**src/rtl/nn_job_scheduler_if.sv**
```systemverilog
// Bundle of request, accelerator and response signals for nn_job_scheduler.
// Handshake rule for every valid/ready pair below: a transfer happens in a
// cycle where valid and ready are both high at the rising edge; valid, once
// raised, is held with stable data until that transfer cycle.
interface nn_job_scheduler_if;
    logic [1:0]  req_valid;
    logic [63:0] req_data;
    logic [1:0]  req_ready;
    logic [31:0] acc_data_in;
    logic        acc_start;
    logic        acc_done;
    logic [79:0] acc_data_out;
    logic        rsp_valid;
    logic        rsp_ready;
    logic        rsp_id;
    logic [3:0]  rsp_class;
    logic [7:0]  rsp_score;
    logic        rsp_error;
    logic        busy;

    // Scheduler side
    modport slave (
        input  req_valid, req_data, acc_done, acc_data_out, rsp_ready,
        output req_ready, acc_data_in, acc_start, rsp_valid, rsp_id,
               rsp_class, rsp_score, rsp_error, busy
    );

    // Requesters, accelerator and response consumer side
    modport master (
        output req_valid, req_data, acc_done, acc_data_out, rsp_ready,
        input  req_ready, acc_data_in, acc_start, rsp_valid, rsp_id,
               rsp_class, rsp_score, rsp_error, busy
    );
endinterface

```
**src/rtl/nn_job_scheduler.sv**
```systemverilog
// Two-requester round-robin job scheduler for a 10-class NN accelerator.
// Launches one job at a time, waits for completion with a timeout, scans the
// ten scores for the argmax (lowest index wins ties) and returns the result.
module nn_job_scheduler #(
    parameter int unsigned TIMEOUT_CYCLES = 1024
) (
    input  logic                clk,
    input  logic                rst,
    nn_job_scheduler_if.slave   bus,
    output logic [2:0]          state_o
);

    typedef enum logic [2:0] {
        S_IDLE   = 3'd0,
        S_LAUNCH = 3'd1,
        S_WAIT   = 3'd2,
        S_ARGMAX = 3'd3,
        S_RESP   = 3'd4
    } state_t;

    state_t      state_q, state_d;
    logic        last_q, last_d;     // requester served most recently
    logic        id_q, id_d;
    logic [31:0] data_q, data_d;
    logic [15:0] cnt_q, cnt_d;       // WAIT cycle count, then ARGMAX index
    logic [79:0] scores_q, scores_d;
    logic [3:0]  cls_q, cls_d;
    logic [7:0]  max_q, max_d;
    logic        err_q, err_d;

    logic        gnt_any;
    logic        gnt_idx;
    logic [1:0]  req_ready_c;
    logic        acc_start_c;
    logic        rsp_valid_c;
    logic [7:0]  cur_score;

    // Round-robin arbiter: on contention the requester not served last wins
    always_comb begin
        gnt_any = 1'b0;
        gnt_idx = 1'b0;
        if (bus.req_valid[0] && bus.req_valid[1]) begin
            gnt_any = 1'b1;
            gnt_idx = ~last_q;
        end else if (bus.req_valid[0]) begin
            gnt_any = 1'b1;
            gnt_idx = 1'b0;
        end else if (bus.req_valid[1]) begin
            gnt_any = 1'b1;
            gnt_idx = 1'b1;
        end
    end

    assign cur_score = scores_q[{cnt_q[3:0], 3'b000} +: 8];

    // Next-state and combinational outputs of the job FSM
    always_comb begin
        state_d     = state_q;
        last_d      = last_q;
        id_d        = id_q;
        data_d      = data_q;
        cnt_d       = cnt_q;
        scores_d    = scores_q;
        cls_d       = cls_q;
        max_d       = max_q;
        err_d       = err_q;
        req_ready_c = 2'b00;
        acc_start_c = 1'b0;
        rsp_valid_c = 1'b0;
        case (state_q)
            S_IDLE: begin
                if (gnt_any) begin
                    req_ready_c = gnt_idx ? 2'b10 : 2'b01;
                    id_d        = gnt_idx;
                    data_d      = gnt_idx ? bus.req_data[63:32] : bus.req_data[31:0];
                    err_d       = 1'b0;
                    state_d     = S_LAUNCH;
                end
            end
            S_LAUNCH: begin
                acc_start_c = 1'b1;
                cnt_d       = 16'd0;
                state_d     = S_WAIT;
            end
            S_WAIT: begin
                cnt_d = cnt_q + 16'd1;
                // Completion wins over a timeout expiring in the same cycle
                if (bus.acc_done) begin
                    scores_d = bus.acc_data_out;
                    cnt_d    = 16'd0;
                    state_d  = S_ARGMAX;
                end else if (({1'b0, cnt_q} + 17'd1) >= 17'(TIMEOUT_CYCLES)) begin
                    err_d   = 1'b1;
                    cls_d   = 4'hF;
                    max_d   = 8'h00;
                    state_d = S_RESP;
                end
            end
            S_ARGMAX: begin
                if ((cnt_q == 16'd0) || (cur_score > max_q)) begin
                    max_d = cur_score;
                    cls_d = cnt_q[3:0];
                end
                cnt_d = cnt_q + 16'd1;
                if (cnt_q == 16'd9) begin
                    state_d = S_RESP;
                end
            end
            S_RESP: begin
                rsp_valid_c = 1'b1;
                if (bus.rsp_ready) begin
                    last_d  = id_q;
                    state_d = S_IDLE;
                end
            end
            default: state_d = S_IDLE;
        endcase
    end

    // State and datapath registers; reset hands priority to requester 0
    always_ff @(posedge clk) begin
        if (rst) begin
            state_q  <= S_IDLE;
            last_q   <= 1'b1;
            id_q     <= 1'b0;
            data_q   <= 32'd0;
            cnt_q    <= 16'd0;
            scores_q <= 80'd0;
            cls_q    <= 4'd0;
            max_q    <= 8'd0;
            err_q    <= 1'b0;
        end else begin
            state_q  <= state_d;
            last_q   <= last_d;
            id_q     <= id_d;
            data_q   <= data_d;
            cnt_q    <= cnt_d;
            scores_q <= scores_d;
            cls_q    <= cls_d;
            max_q    <= max_d;
            err_q    <= err_d;
        end
    end

    assign bus.req_ready   = req_ready_c;
    assign bus.acc_start   = acc_start_c;
    assign bus.acc_data_in = data_q;
    assign bus.rsp_valid   = rsp_valid_c;
    assign bus.rsp_id      = id_q;
    assign bus.rsp_class   = cls_q;
    assign bus.rsp_score   = max_q;
    assign bus.rsp_error   = err_q;
    assign bus.busy        = (state_q != S_IDLE);
    assign state_o         = state_q;

endmodule

```
**src/flat_wrapper.sv**
```systemverilog
// flat-port wrapper written by rule: the top's interface ports become plain ports
module nn_job_scheduler_flat 
#(
    parameter int unsigned TIMEOUT_CYCLES = 1024
)
  (clk, rst, state_o, bus_req_valid, bus_req_data, bus_acc_done, bus_acc_data_out, bus_rsp_ready, bus_req_ready, bus_acc_data_in, bus_acc_start, bus_rsp_valid, bus_rsp_id, bus_rsp_class, bus_rsp_score, bus_rsp_error, bus_busy);
  nn_job_scheduler_if bus_i ();
  input  logic clk;
  input  logic rst;
  output logic [2:0] state_o;
  input wire logic [$bits(bus_i.req_valid)-1:0] bus_req_valid;
  input wire logic [$bits(bus_i.req_data)-1:0] bus_req_data;
  input wire logic [$bits(bus_i.acc_done)-1:0] bus_acc_done;
  input wire logic [$bits(bus_i.acc_data_out)-1:0] bus_acc_data_out;
  input wire logic [$bits(bus_i.rsp_ready)-1:0] bus_rsp_ready;
  output wire logic [$bits(bus_i.req_ready)-1:0] bus_req_ready;
  output wire logic [$bits(bus_i.acc_data_in)-1:0] bus_acc_data_in;
  output wire logic [$bits(bus_i.acc_start)-1:0] bus_acc_start;
  output wire logic [$bits(bus_i.rsp_valid)-1:0] bus_rsp_valid;
  output wire logic [$bits(bus_i.rsp_id)-1:0] bus_rsp_id;
  output wire logic [$bits(bus_i.rsp_class)-1:0] bus_rsp_class;
  output wire logic [$bits(bus_i.rsp_score)-1:0] bus_rsp_score;
  output wire logic [$bits(bus_i.rsp_error)-1:0] bus_rsp_error;
  output wire logic [$bits(bus_i.busy)-1:0] bus_busy;
  assign bus_i.req_valid = bus_req_valid;
  assign bus_i.req_data = bus_req_data;
  assign bus_i.acc_done = bus_acc_done;
  assign bus_i.acc_data_out = bus_acc_data_out;
  assign bus_i.rsp_ready = bus_rsp_ready;
  assign bus_req_ready = bus_i.req_ready;
  assign bus_acc_data_in = bus_i.acc_data_in;
  assign bus_acc_start = bus_i.acc_start;
  assign bus_rsp_valid = bus_i.rsp_valid;
  assign bus_rsp_id = bus_i.rsp_id;
  assign bus_rsp_class = bus_i.rsp_class;
  assign bus_rsp_score = bus_i.rsp_score;
  assign bus_rsp_error = bus_i.rsp_error;
  assign bus_busy = bus_i.busy;
  nn_job_scheduler #(.TIMEOUT_CYCLES(TIMEOUT_CYCLES)) u_core (.clk(clk), .rst(rst), .bus(bus_i), .state_o(state_o));
endmodule
```
**config.mk**
```make
export PLATFORM = sky130hd
export DESIGN_NAME = nn_job_scheduler_flat
export DESIGN_NICKNAME = d
export VERILOG_FILES = /design/src/rtl/nn_job_scheduler_if.sv /design/src/rtl/nn_job_scheduler.sv /design/src/flat_wrapper.sv
export SDC_FILE = /design/constraint.sdc
export NUM_CORES = 1
export LEC_CHECK = 0
export BUFFER_PORTS_ARGS = -buffer_cell sky130_fd_sc_hd__clkbuf_2
export CAP_MARGIN = 20
export CORE_UTILIZATION = 40
export DETAILED_ROUTE_END_ITERATION = 12
export MAX_ROUTING_LAYER = met4
export SYNTH_ARGS = -nofsm -noshare
export SYNTH_HDL_FRONTEND = slang
export SYNTH_SLANG_ARGS = --single-unit
```
**constraint.sdc**
```tcl
create_clock -name clk -period 3.9 [get_ports clk]
set_clock_uncertainty 0.15 [all_clocks]
set_input_delay 0.585 -clock clk [delete_from_list [all_inputs] [get_ports clk]]
set_output_delay 0.585 -clock clk [all_outputs]
set_load 0.05 [all_outputs]
```
==> Word level (Yosys, flattened, before mapping) <==
Index checks and enable logic that the tools add are counted.
{ "op_classes": {"n_eq_ne": 12, "muxes": 31, "n_bitwise": 1, "add_sub_neg": 2, "n_shift": 1, "n_reduce_logical": 14, "order_cmp": 2} }
{ "ops": {"columns": ["operator", "count"], "rows": [
  ["$shiftx A80 B8 Y8", 1],
  ["$pmux W16 S3", 1],
  ["$mux W32", 1],
  ["$mux W8", 3],
  ["$add A16 B1 Y17 const B", 1],
  ["$ge A17 B11 Y1 const B", 1],
  ["$add A16 B1 Y16 const B", 1],
  ["$eq A16 B4 Y1 const B", 1],
  ["$logic_not A16 Y1", 1],
  ["$mux W16", 1],
  ["$pmux W8 S2", 1],
  ["$mux W3", 5],
  ["$pmux W3 S5", 1],
  ["$mux W4", 3],
  ["$reduce_and A4 Y1", 3],
  ["$mux W1", 10],
  ["$gt A8 B8 Y1", 1],
  ["$ne A2 B1 Y1 const B", 4],
  ["$pmux W4 S2", 1],
  ["$eq A3 B2 Y1 const B", 2],
  ["$mux W2", 3],
  ["$reduce_and A2 Y1", 3],
  ["$reduce_bool A3 Y1", 2],
  ["$ne A2 B2 Y1 const B", 2],
  ["other kinds (9)", 10]
]} }
{ "word_totals": {"input_bits": 150, "word_cells": 72, "out_inout_bits": 54, "register_bits": 146} }

==> Logic depth before layout (Yosys ltp) <==
Gate-level depths: netlist of run 1.
{ "depth": {"depth_word": 6, "depth_mapped": 14, "depth_no_buf": 12} }

==> Least setup slack after synthesis of run 1 <==
No wires, ideal clock.
{ "synth_timing": {"path_type": "register to register", "start": "register u_core.cnt_q[2]", "end": "register u_core.max_q[0], in the netlist u_core.bus.rsp_score[0]", "setup_ns": 0.070, "t_arrival_ns": 2.785, "required_time_ns": 3.680, "n_path_buf": 3, "setup_slack_ns": 0.895, "synth_period_minus_slack_ns": 3.005, "path_stages_with_launch": 14, "path_cell_list": "dfxtp_1 -> buf_6 -> clkbuf_1 -> mux2i_1 -> o22ai_1 -> or3_1 -> ha_1 -> nor2b_1 -> o211ai_1 -> a21oi_1 -> o21ai_2 -> buf_6 -> o211ai_1 -> a21oi_1"} }
{ "synth_via": {"elab_chain_len": 5, "word_cells_on_any_way": 11, "cone_classes": "add/sub (1); order compare (2); eq/ne (2); shift (1); mux (2); reduce/logical (3)"} }
{ "synth_lines": {"columns": ["item", "line", "rtl"], "rows": [
  ["from (decl)", "nn_job_scheduler.sv:25", "logic [15:0] cnt_q, cnt_d;"],
  ["from (signal assigned)", "nn_job_scheduler.sv:137", "cnt_q <= cnt_d;"],
  ["branches (longest 5 deep; another with $add A16 B1 Y17)", null, null],
  ["to (signal assigned)", "nn_job_scheduler.sv:140", "max_q <= max_d;"],
  ["to (decl)", "nn_job_scheduler.sv:28", "logic [7:0] max_q, max_d;"]
]} }
Parallel ways; which one is timed is not known. The select of a mux whose other input is x is not followed.
A chain may end at the register's enable or synchronous reset.

==> Worst setup path in the final report of run 1 <==
{ "layout_timing": {"start": "register u_core.cnt_q[3]", "end": "register u_core.cls_q[3], in the netlist u_core.bus.rsp_class[3]"} }
{ "layout_via": {"elab_chain_len": 5, "word_cells_on_any_way": 11, "cone_classes": "add/sub (1); order compare (2); eq/ne (2); shift (1); mux (2); reduce/logical (3)"} }
{ "layout_lines": {"columns": ["item", "line", "rtl"], "rows": [
  ["branches (longest 5 deep; another with $add A16 B1 Y17)", null, null],
  ["to (signal assigned)", "nn_job_scheduler.sv:139", "cls_q <= cls_d;"],
  ["to (decl)", "nn_job_scheduler.sv:27", "logic [3:0] cls_q, cls_d;"]
]} }
Parallel ways; which one is timed is not known. The select of a mux whose other input is x is not followed.

==> impl_metrics.py, run 1 <==
metrics = {
    "status": {
        "outcome": "finished, final reports clean",
    },
    "placed_design": {
        "portBuffers": 203,
        "dpl.cell_count": 1207,
        "dp_hpwl_um": 13700,
        "place_congestion": 0.854,
    },
    "setup_path": {
        "r2r_setup_slack_ns": 0.42,
        "arrival_ns": 3.67,
        "critPathLaunch": "u_core.cnt_q[3]",
        "end_kind": "flop",
        "critPathKind": "flop to flop",
        "cp_max_fo": 19,
        "r2r-end": "u_core.bus.rsp_class[3]",
        "rr_startpoint": "u_core.cnt_q[3]",
        "crit_end": "u_core.bus.rsp_class[3]",
        "start_kind": "flop",
        "critical_path_required_ns": 4.08,
        "reg2reg_depth": 13,
    },
    "clock_network": {
        "cts_buffer_depth": 2,
        "cts_buffers": 17,
        "path_clk_slew_ns": 0.06,
        "insertion_delay_ns": 0.42,
        "cts_sinks": 146,
        "cts_max_level": 4,
        "cts_tree": "done",
        "cts-root-buf": "clkbuf_16",
        "cts_resized": 0,
        "cts_setup_buffers": 0,
        "cts_hold_buf": 0,
    },
    "yosys": {
        "synth_top_area_share": 0.424,
        "yosys_warnings": 0,
        "syn-mean-instance-area_um2": 8.27,
        "yosys.area.top_type": "dfxtp_1",
        "synth_area_leaders": "dfxtp_1, nand2_1, mux2i_1",
        "synth_edf_count": 0,
        "synth_fp_nets": 994,
        "yosysMostFrequentCell": "nand2_1",
        "seq_area_frac_synth": 0.424,
        "async_flop_share": 0,
        "synth_commonest_cells": "nand2_1, dfxtp_1, a21oi_1",
        "ys_seq_elements": 146,
        "synthCells": 833,
        "synthFlopType": "dfxtp_1",
        "synth_cell_types": 64,
        "synthesis.area_um2": 6890,
    },
    "power_and_ir_drop": {
        "power.density_nw_per_um2": 617,
        "leakagePower_uw": 0.00337,
        "ir_drop_mv": 0.477,
    },
    "worst_hold_path": {
        "hold_path.class": "primary input to flop",
    },
    "sta": {
        "period_minus_slack_ns": 3.48,
        "setup_viol": 0,
        "slew_headroom": 0.433,
        "max_freq_ghz": 0.287,
        "post-route-period-util": 0.893,
        "hold_violations": 0,
        "fin_setup_tns_ns": 0,
        "slew_viol_final": 0,
        "grt_setup_unrepaired": "false",
        "tightest_slew_ns": 0.851,
    },
    "global_route": {
        "grtUsageTotal": 0.223,
        "antenna_found_initial": 0,
        "first_global_vias": 5943,
        "grt_max_degree": 81,
        "grt_pass1_wl_um": 30400,
        "grt_overflow": 0,
    },
    "detailed_routing": {
        "routedWlPerCell_um": 15.2,
        "drt-initial-drc-count": 503,
        "wl_um": 18800,
        "dr_total_vias": 6389,
        "drc": 0,
        "avgViaCountPerCell": 5.16,
        "drt_pass1_iterations": 5,
        "drtAntennaViolNets": 0,
    },
    "job": {
        "drv_cap": 0,
    },
    "floorplanning": {
        "die_y_um": 133,
        "initial_utilization": 0.413,
        "core-area_um2": 16700,
        "die_x_um": 133,
        "core.rowCount": 47,
        "die_area_um2": 17800,
        "io_pins": 204,
    },
    "layout": {
        "diodes": 0,
        "layout-drive-gt1-share": 0.270,
        "layout.nets": 1167,
        "fin_cells": 1239,
        "fill_cells": 1648,
        "area_growth_syn_to_layout_pct": 23.8,
    },
}
==> cells by family (layout without fill, tap and decap cells) <==
group,count (synthesis),count (layout),share of synthesized area
multiplexers,56,56,0.0815
buffers and inverters,81,267,0.0608
flip-flops,146,146,0.424
adder cells (fa/ha/maj),11,11,0.0200
AND/OR/NAND/NOR,330,330,0.213
AO/OA/AOI/OAI,199,199,0.188
XOR/XNOR,10,10,0.0127
==> worst min-delay path by stage <==
stage / endpoint / startpoint / cells after the start
after global routing: u_core.scores_q[4] / bus_acc_data_out[4] / 3
after detailed placement: u_core.scores_q[54] / u_core.scores_q[54] / 2
after global placement: u_core.scores_q[54] / u_core.scores_q[54] / 2
after CTS: u_core.scores_q[4] / bus_acc_data_out[4] / 3
after floorplan: u_core.scores_q[72] / u_core.scores_q[72] / 2
final: u_core.scores_q[25] / bus_acc_data_out[25] / 3
==> cell type report <==
class / instances / area, um^2 / area share
clock inverters: 15 / 151 / 0.0177
multi-input cells: 606 / 3560 / 0.417
clock buffers: 17 / 425 / 0.0499
flip-flops and latches: 146 / 2920 / 0.343
inverters: 17 / 63.8 / 0.00748
repair buffers: 218 / 1130 / 0.133
well taps: 220 / 275 / 0.0323
==> worst max-delay path, stage by stage (launching register included) <==
cell,delay [ns]
dfxtp_1,0.80
nand2b_1,0.23
nor3_1,0.35
nand2_1,0.09
o21ai_0,0.11
or3_1,0.16
ha_1,0.23
nor2b_1,0.13
o211ai_1,0.16
a21oi_1,0.13
o21ai_2,0.31
buf_4,0.25
nor2_1,0.06
a311oi_2,0.25
==> stage by stage <==
step | total power, uW | util | hold slack [ns] | area, um^2 | worst slack (ns)
floorplan | 3270 | - | 0.283 | 6890 | 0.895
global placement | 3700 | 0.476 | 0.292 | 7950 | 0.550
detailed placement | 3710 | 0.476 | 0.296 | 7950 | 0.474
CTS | 5300 | 0.511 | 0.209 | 8530 | 0.459
global route | 5540 | 0.511 | 0.214 | 8530 | 0.108
finish | 5260 | 0.511 | 0.226 | 8530 | 0.417
==> state kept, by name, summed over array words and instances (netlist names) <==
signal,cells
u_core.bus.rsp_id,1
u_core.bus.acc_data_in,32
u_core.last_q,1
u_core.cnt_q,16
u_core.scores_q,80
u_core.bus.rsp_class,4
u_core.bus.rsp_score,8
u_core.state_o,3
u_core.bus.rsp_error,1
==> where the power goes <==
group          switching (uW)  internal (uW)
sequential                155           1720
combinational            1290            515
clock                     693            894
total                    2140           3120
==> layer usage <==
metal,vias to the layer above,global-route usage,routed length (um)
met4,0,0.0657,232
met3,14,0.0521,766
met2,155,0.343,8950
met1,2953,0.289,8890
li1,3267,-,-
met5,-,-,0
==> layout by cell type, fill, tap and decap left out, types with 2 or more instances in the layout <==
cell          n
or2_2         3
and2_1        6
or3_1         6
dfxtp_1     146
nand3b_1      3
nor2b_1       5
inv_8         3
nor2_1       72
a311oi_1      3
o22ai_1       8
inv_1        17
mux2i_1      55
a21oi_1     100
ha_1         11
o31ai_1       5
o21ai_0      13
a311oi_2      4
nor3_1        8
nor2_2        2
a222oi_1     13
nand2b_1      4
xnor2_1       3
clkinv_4      5
clkbuf_2    202
o221ai_1      4
o211ai_1     11
nand4_1       7
a22oi_1       2
nand2_1     185
and4_1        2
xor2_1        7
a211oi_1     21
o21a_1        2
buf_4        16
o31a_1        3
nor3b_1       2
clkinvlp_4    4
clkbuf_16    17
nand3_1      10
No activity file was read; power rests on OpenSTA's default activity.
==> run 2, diff against run 1 <==
- RECOVER_POWER: default -> 100
- REMOVE_ABC_BUFFERS: default -> 1
==> run 2 against run 1 <==
  * The run now ends with capacitance limit, slew limit left
  * Critical path type is now flop to primary output
  * Fmax down 2.2%
  * Critical path depth is 8 lower
  * Sequential share of layout area grew 0.53 points
  * Largest cell class unchanged
  * Core utilization decreased by 0.77 points
==> impl_metrics.py, run 2 (synthesis results as in run 1) <==
metrics = {
    "status": {
        "outcome": "finished with violations",
        "violations": "capacitance limit, slew limit",
    },
    "placed_design": {
        "portBuffers": 203,
        "place_ws_ns": 0.489,
        "dpl.cell_count": 1207,
        "dpl_cell_area_um2": 7980,
        "place_congestion": 0.875,
        "dp_hpwl_um": 13000,
    },
    "detailed_routing": {
        "drtAntennaViolNets": 0,
        "drt-initial-drc-count": 355,
        "drt_pass1_iterations": 5,
        "dr_total_vias": 6300,
        "routedWlPerCell_um": 14.6,
        "wl_um": 18100,
        "drc": 0,
        "avgViaCountPerCell": 5.09,
    },
    "sta": {
        "period_minus_slack_ns": 3.56,
        "grt_setup_unrepaired": "false",
        "fin_ws_ns": 0.341,
        "post-route-period-util": 0.913,
        "setup_viol": 0,
        "max_freq_ghz": 0.281,
        "slew_viol_final": 43,
        "slew_headroom": -0.116,
        "tightest_slew_ns": 1.67,
        "hold_violations": 0,
    },
    "setup_path": {
        "cp_max_fo": 16,
        "arrival_ns": 2.82,
        "critPathKind": "flop to primary output",
        "start_kind": "flop",
        "end_kind": "primary output",
        "critical_path_required_ns": 3.16,
        "reg2reg_depth": 11,
    },
    "clock_network": {
        "cts_resized": 0,
        "cts_buffer_depth": 2,
        "path_clk_slew_ns": 0.06,
        "cts_buffers": 17,
        "cts_tree": "done",
        "cts-root-buf": "clkbuf_16",
        "cts_hold_buf": 0,
        "cts_setup_buffers": 0,
        "insertion_delay_ns": 0.41,
        "cts_max_level": 4,
        "cts_sinks": 146,
    },
    "layout": {
        "largest_reg_flops": 80,
        "layout_commonest_cell": "nand2_1",
        "stdcell_area_um2": 8400,
        "multiInputGateArea_um2": 3520,
        "area_growth_syn_to_layout_pct": 21.9,
        "largest_register": "u_core.scores_q",
        "diodes": 0,
        "ff_latch_area_um2": 2920,
        "layout.nets": 1167,
        "fin_cells": 1238,
        "layout-drive-gt1-share": 0.203,
        "utilization": 0.503,
        "mostFrequentLayoutCells": "nand2_1, clkbuf_2, dfxtp_1, a21oi_1, nor2_1",
        "fill_cells": 1755,
    },
    "power_and_ir_drop": {
        "switchingPower_uw": 2050,
        "p_int_uw": 3080,
        "seq_power_share": 0.362,
        "netSwitchingFraction": 0.400,
        "p_clk_frac": 0.293,
        "ir_drop_mv": 0.343,
        "comb_power_share": 0.345,
        "leakagePower_uw": 0.00314,
        "power.density_nw_per_um2": 611,
        "p_total_uw": 5130,
    },
    "floorplanning": {
        "core-area_um2": 16700,
        "die_x_um": 133,
        "die_y_um": 133,
        "core.rowCount": 47,
        "die_area_um2": 17800,
        "io_pins": 204,
        "initial_utilization": 0.413,
    },
    "global_route": {
        "grt_overflow": 0,
        "first_global_vias": 5896,
        "grt_pass1_wl_um": 29600,
        "grt_max_degree": 75,
        "antenna_found_initial": 0,
        "grtUsageTotal": 0.216,
    },
    "job": {
        "drv_cap": 1,
    },
    "worst_hold_path": {
        "holdPathStages": 3,
        "hold_path.class": "primary input to flop",
    },
}
run 2: final cells by class:
type | instances | share of cell area
tap | 220 | 0.0328
multi-input combinational | 606 | 0.419
clock inverter | 8 | 0.00640
sequential | 146 | 0.348
timing repair buffer | 218 | 0.127
inverter | 17 | 0.00759
clock buffer | 23 | 0.0593
run 2: layer usage:
| metal | GRT usage | wire length, um | vias to the layer above |
|---|---|---|---|
| met2 | 0.350 | 8780 | 122 |
| met4 | 0.0625 | 298 | 0 |
| met5 | - | 0 | - |
| met3 | 0.0426 | 590 | 18 |
| met1 | 0.271 | 8470 | 2902 |
| li1 | - | - | 3258 |
run 2: worst max-delay path: stages, from the launching register on:
cell      delay, ns
dfxtp_1        0.42
or3_1          0.51
or2_0          0.58
nor2_2         0.18
buf_4          0.22
clkbuf_1       0.49
run 2: final timing paths:
kind,startpoint,end,slack (ns)
worst max-delay path,u_core.state_o[2],bus_req_ready[0],0.34
worst min-delay path,bus_acc_data_out[42],u_core.scores_q[42],0.24
worst max register to register,u_core.cnt_q[0],u_core.bus.rsp_class[0],0.41
worst min register to register,u_core.scores_q[69],u_core.scores_q[69],0.30
run 2: power groups by stage:
stage / Sequential [uW] / Combinational [uW] / Clock [uW]
floorplan: 2360 / 822 / 0
global placement: 1890 / 1810 / 0
detailed placement: 1890 / 1830 / 0
CTS: 1860 / 1830 / 1540
global route: 1890 / 1930 / 1600
finish: 1860 / 1770 / 1500
run 2: metrics by stage:
stage          TNS, ns  hold slack, ns
2_1_floorplan   -10.14           0.277
3_5_place_dp         0           0.296
5_1_grt              0           0.231
4_1_cts              0           0.221
6_report             0           0.237
3_3_place_gp         0           0.292
==> run 3, diff against run 2 <==
- CAP_MARGIN: 20 -> 5
- CORE_MARGIN: default -> 2
- SETUP_SLACK_MARGIN: default -> 0.05
==> run 3 against run 2 <==
  * The run now ends clean
  * Sequential power hardly changed
  * Fmax is 1.3% lower
  * Worst setup slack worse by 0.049 ns
  * Clock-buffer cell count is 5 lower
  * Sequential share of layout area is 0.33 points lower
  * Global-route usage is 0.77 points lower
  * Power is 4.9% higher
  * Largest power group unchanged
==> impl_metrics.py, run 3 (synthesis results as in run 1) <==
metrics = {
    "layout": {
        "utilization": 0.508,
        "diodes": 0,
        "stdcell_area_um2": 8480,
        "fin_cells": 1238,
        "mostFrequentLayoutCells": "nand2_1, clkbuf_2, dfxtp_1, a21oi_1, nor2_1",
        "largest_reg_flops": 80,
        "layout_commonest_cell": "nand2_1",
        "layout-drive-gt1-share": 0.209,
        "area_growth_syn_to_layout_pct": 23.1,
        "largest_register": "u_core.scores_q",
        "layout.nets": 1166,
    },
    "detailed_routing": {
        "drtAntennaViolNets": 0,
        "wl_um": 18400,
        "drt_pass1_iterations": 5,
        "routedWlPerCell_um": 14.9,
        "drt-initial-drc-count": 400,
        "avgViaCountPerCell": 5.12,
        "dr_total_vias": 6335,
        "drc": 0,
    },
    "placed_design": {
        "portBuffers": 203,
        "place_congestion": 0.839,
        "place_ws_ns": 0.550,
        "dpl_cell_area_um2": 7960,
        "dpl.cell_count": 1206,
        "dp_hpwl_um": 13000,
    },
    "floorplanning": {
        "initial_utilization": 0.413,
        "die_y_um": 135,
        "core.rowCount": 47,
        "die_area_um2": 18300,
        "die_x_um": 135,
        "io_pins": 204,
        "core-area_um2": 16700,
    },
    "job": {
        "drv_cap": 0,
    },
    "sta": {
        "hold_violations": 0,
        "fin_ws_ns": 0.292,
        "slew_viol_final": 0,
        "period_minus_slack_ns": 3.61,
        "tightest_slew_ns": 1.50,
        "max_freq_ghz": 0.277,
        "hold_ws_ns": 0.231,
        "post-route-period-util": 0.925,
        "slew_headroom": 0.00328,
        "setup_viol": 0,
        "grt_setup_unrepaired": "false",
    },
    "setup_path": {
        "cpPeakStageDelay_ns": 0.58,
        "end_kind": "flop",
        "r2r-end": "u_core.bus.rsp_score[6]",
        "r2r_setup_slack_ns": 0.29,
        "arrival_ns": 3.80,
        "critPathKind": "flop to flop",
        "reg2reg_depth": 11,
        "crit_slowest_cell": "dfxtp_1",
        "rr_startpoint": "u_core.cnt_q[0]",
        "critical_path_required_ns": 4.10,
        "start_kind": "flop",
        "crit_top_cell": "o211ai_1",
        "path_cells": "clkbuf_1 > nand2b_1 > o221ai_1 > o31a_1 > ha_1 > a211oi_1 > o211ai_1 > o21ai_2 > clkbuf_2 > o211ai_1 > a21oi_1",
        "cp_max_fo": 9,
    },
    "power_and_ir_drop": {
        "comb_power_share": 0.328,
        "p_clk_frac": 0.327,
        "power.density_nw_per_um2": 635,
        "netSwitchingFraction": 0.390,
        "p_int_uw": 3290,
        "switchingPower_uw": 2100,
        "leakagePower_uw": 0.00319,
        "ir_drop_mv": 0.386,
        "seq_power_share": 0.345,
    },
    "global_route": {
        "grtUsageTotal": 0.208,
        "busiest_layer": "met2",
        "antenna_found_initial": 0,
        "grt_util_met2": 0.328,
        "grt_use_met3": 0.0423,
        "grt_max_degree": 81,
        "grt_overflow": 0,
        "grt_pass1_wl_um": 29600,
        "first_global_vias": 5931,
        "grtUsageMet1": 0.265,
    },
    "clock_network": {
        "cts_resized": 0,
        "cts_setup_buffers": 0,
        "cts_max_level": 4,
        "insertion_delay_ns": 0.42,
        "cts_hold_buf": 0,
        "cts_buffers": 17,
        "cts_tree": "done",
        "cts_buffer_depth": 2,
        "cts-root-buf": "clkbuf_16",
        "cts_sinks": 146,
        "path_clk_slew_ns": 0.06,
    },
    "worst_hold_path": {
        "worstHoldEndpoint": "u_core.scores_q[62]",
        "holdPathStages": 3,
        "hp-start": "bus_acc_data_out[62]",
        "hold_path.class": "primary input to flop",
    },
    "status": {
        "outcome": "finished, final reports clean",
    },
}
-- run 3: per-layer routing --
metal	share of wire	wire, um
met4	0.021	394
met1	0.47	8570
met2	0.47	8690
met5	0	0
met3	0.040	740
-- run 3: how the worst max path moves through the flow --
stage	from	to
2_1_floorplan	bus_req_valid[1]	bus_req_ready[1]
3_3_place_gp	u_core.cnt_q[3]	u_core.bus.rsp_score[5]
3_5_place_dp	u_core.cnt_q[3]	u_core.bus.rsp_score[0]
4_1_cts	u_core.cnt_q[3]	u_core.bus.rsp_score[6]
5_1_grt	u_core.cnt_q[3]	u_core.bus.rsp_score[7]
6_report	u_core.cnt_q[0]	u_core.bus.rsp_score[6]
-- run 3: area by class of cell --
cell class	instances	area (um^2)
Fill cell	1684	8220
Multi-Input combinational cell	606	3530
Sequential cell	146	2920
Timing Repair Buffer	217	1060
Clock buffer	18	439
Tap cell	220	275
Clock inverter	14	199
Inverter	17	63.8
-- run 3: worst max-delay path, delay by kind of cell (launching register included) --
family          cells  cell delay (ns)
flops               1             0.58
compound gates      7             1.55
fa+ha+maj           1             0.26
simple gates        1             0.28
buf+inv             2             0.70
-- run 3: power by group through the flow --
stage	clock network (uW)	registers (uW)	logic, uW
3_5_place_dp	0	1890	1830
6_report	1760	1860	1770
5_1_grt	1860	1890	1920
2_1_floorplan	0	2360	822
4_1_cts	1800	1860	1830
3_3_place_gp	0	1890	1820
-- run 3: through the flow --
stage	setup TNS, ns	total power [uW]
after global routing	0	5660
final	0	5390
after global placement	0	3710
after detailed placement	0	3720
after CTS	0	5490
after floorplan	-10.14	3180
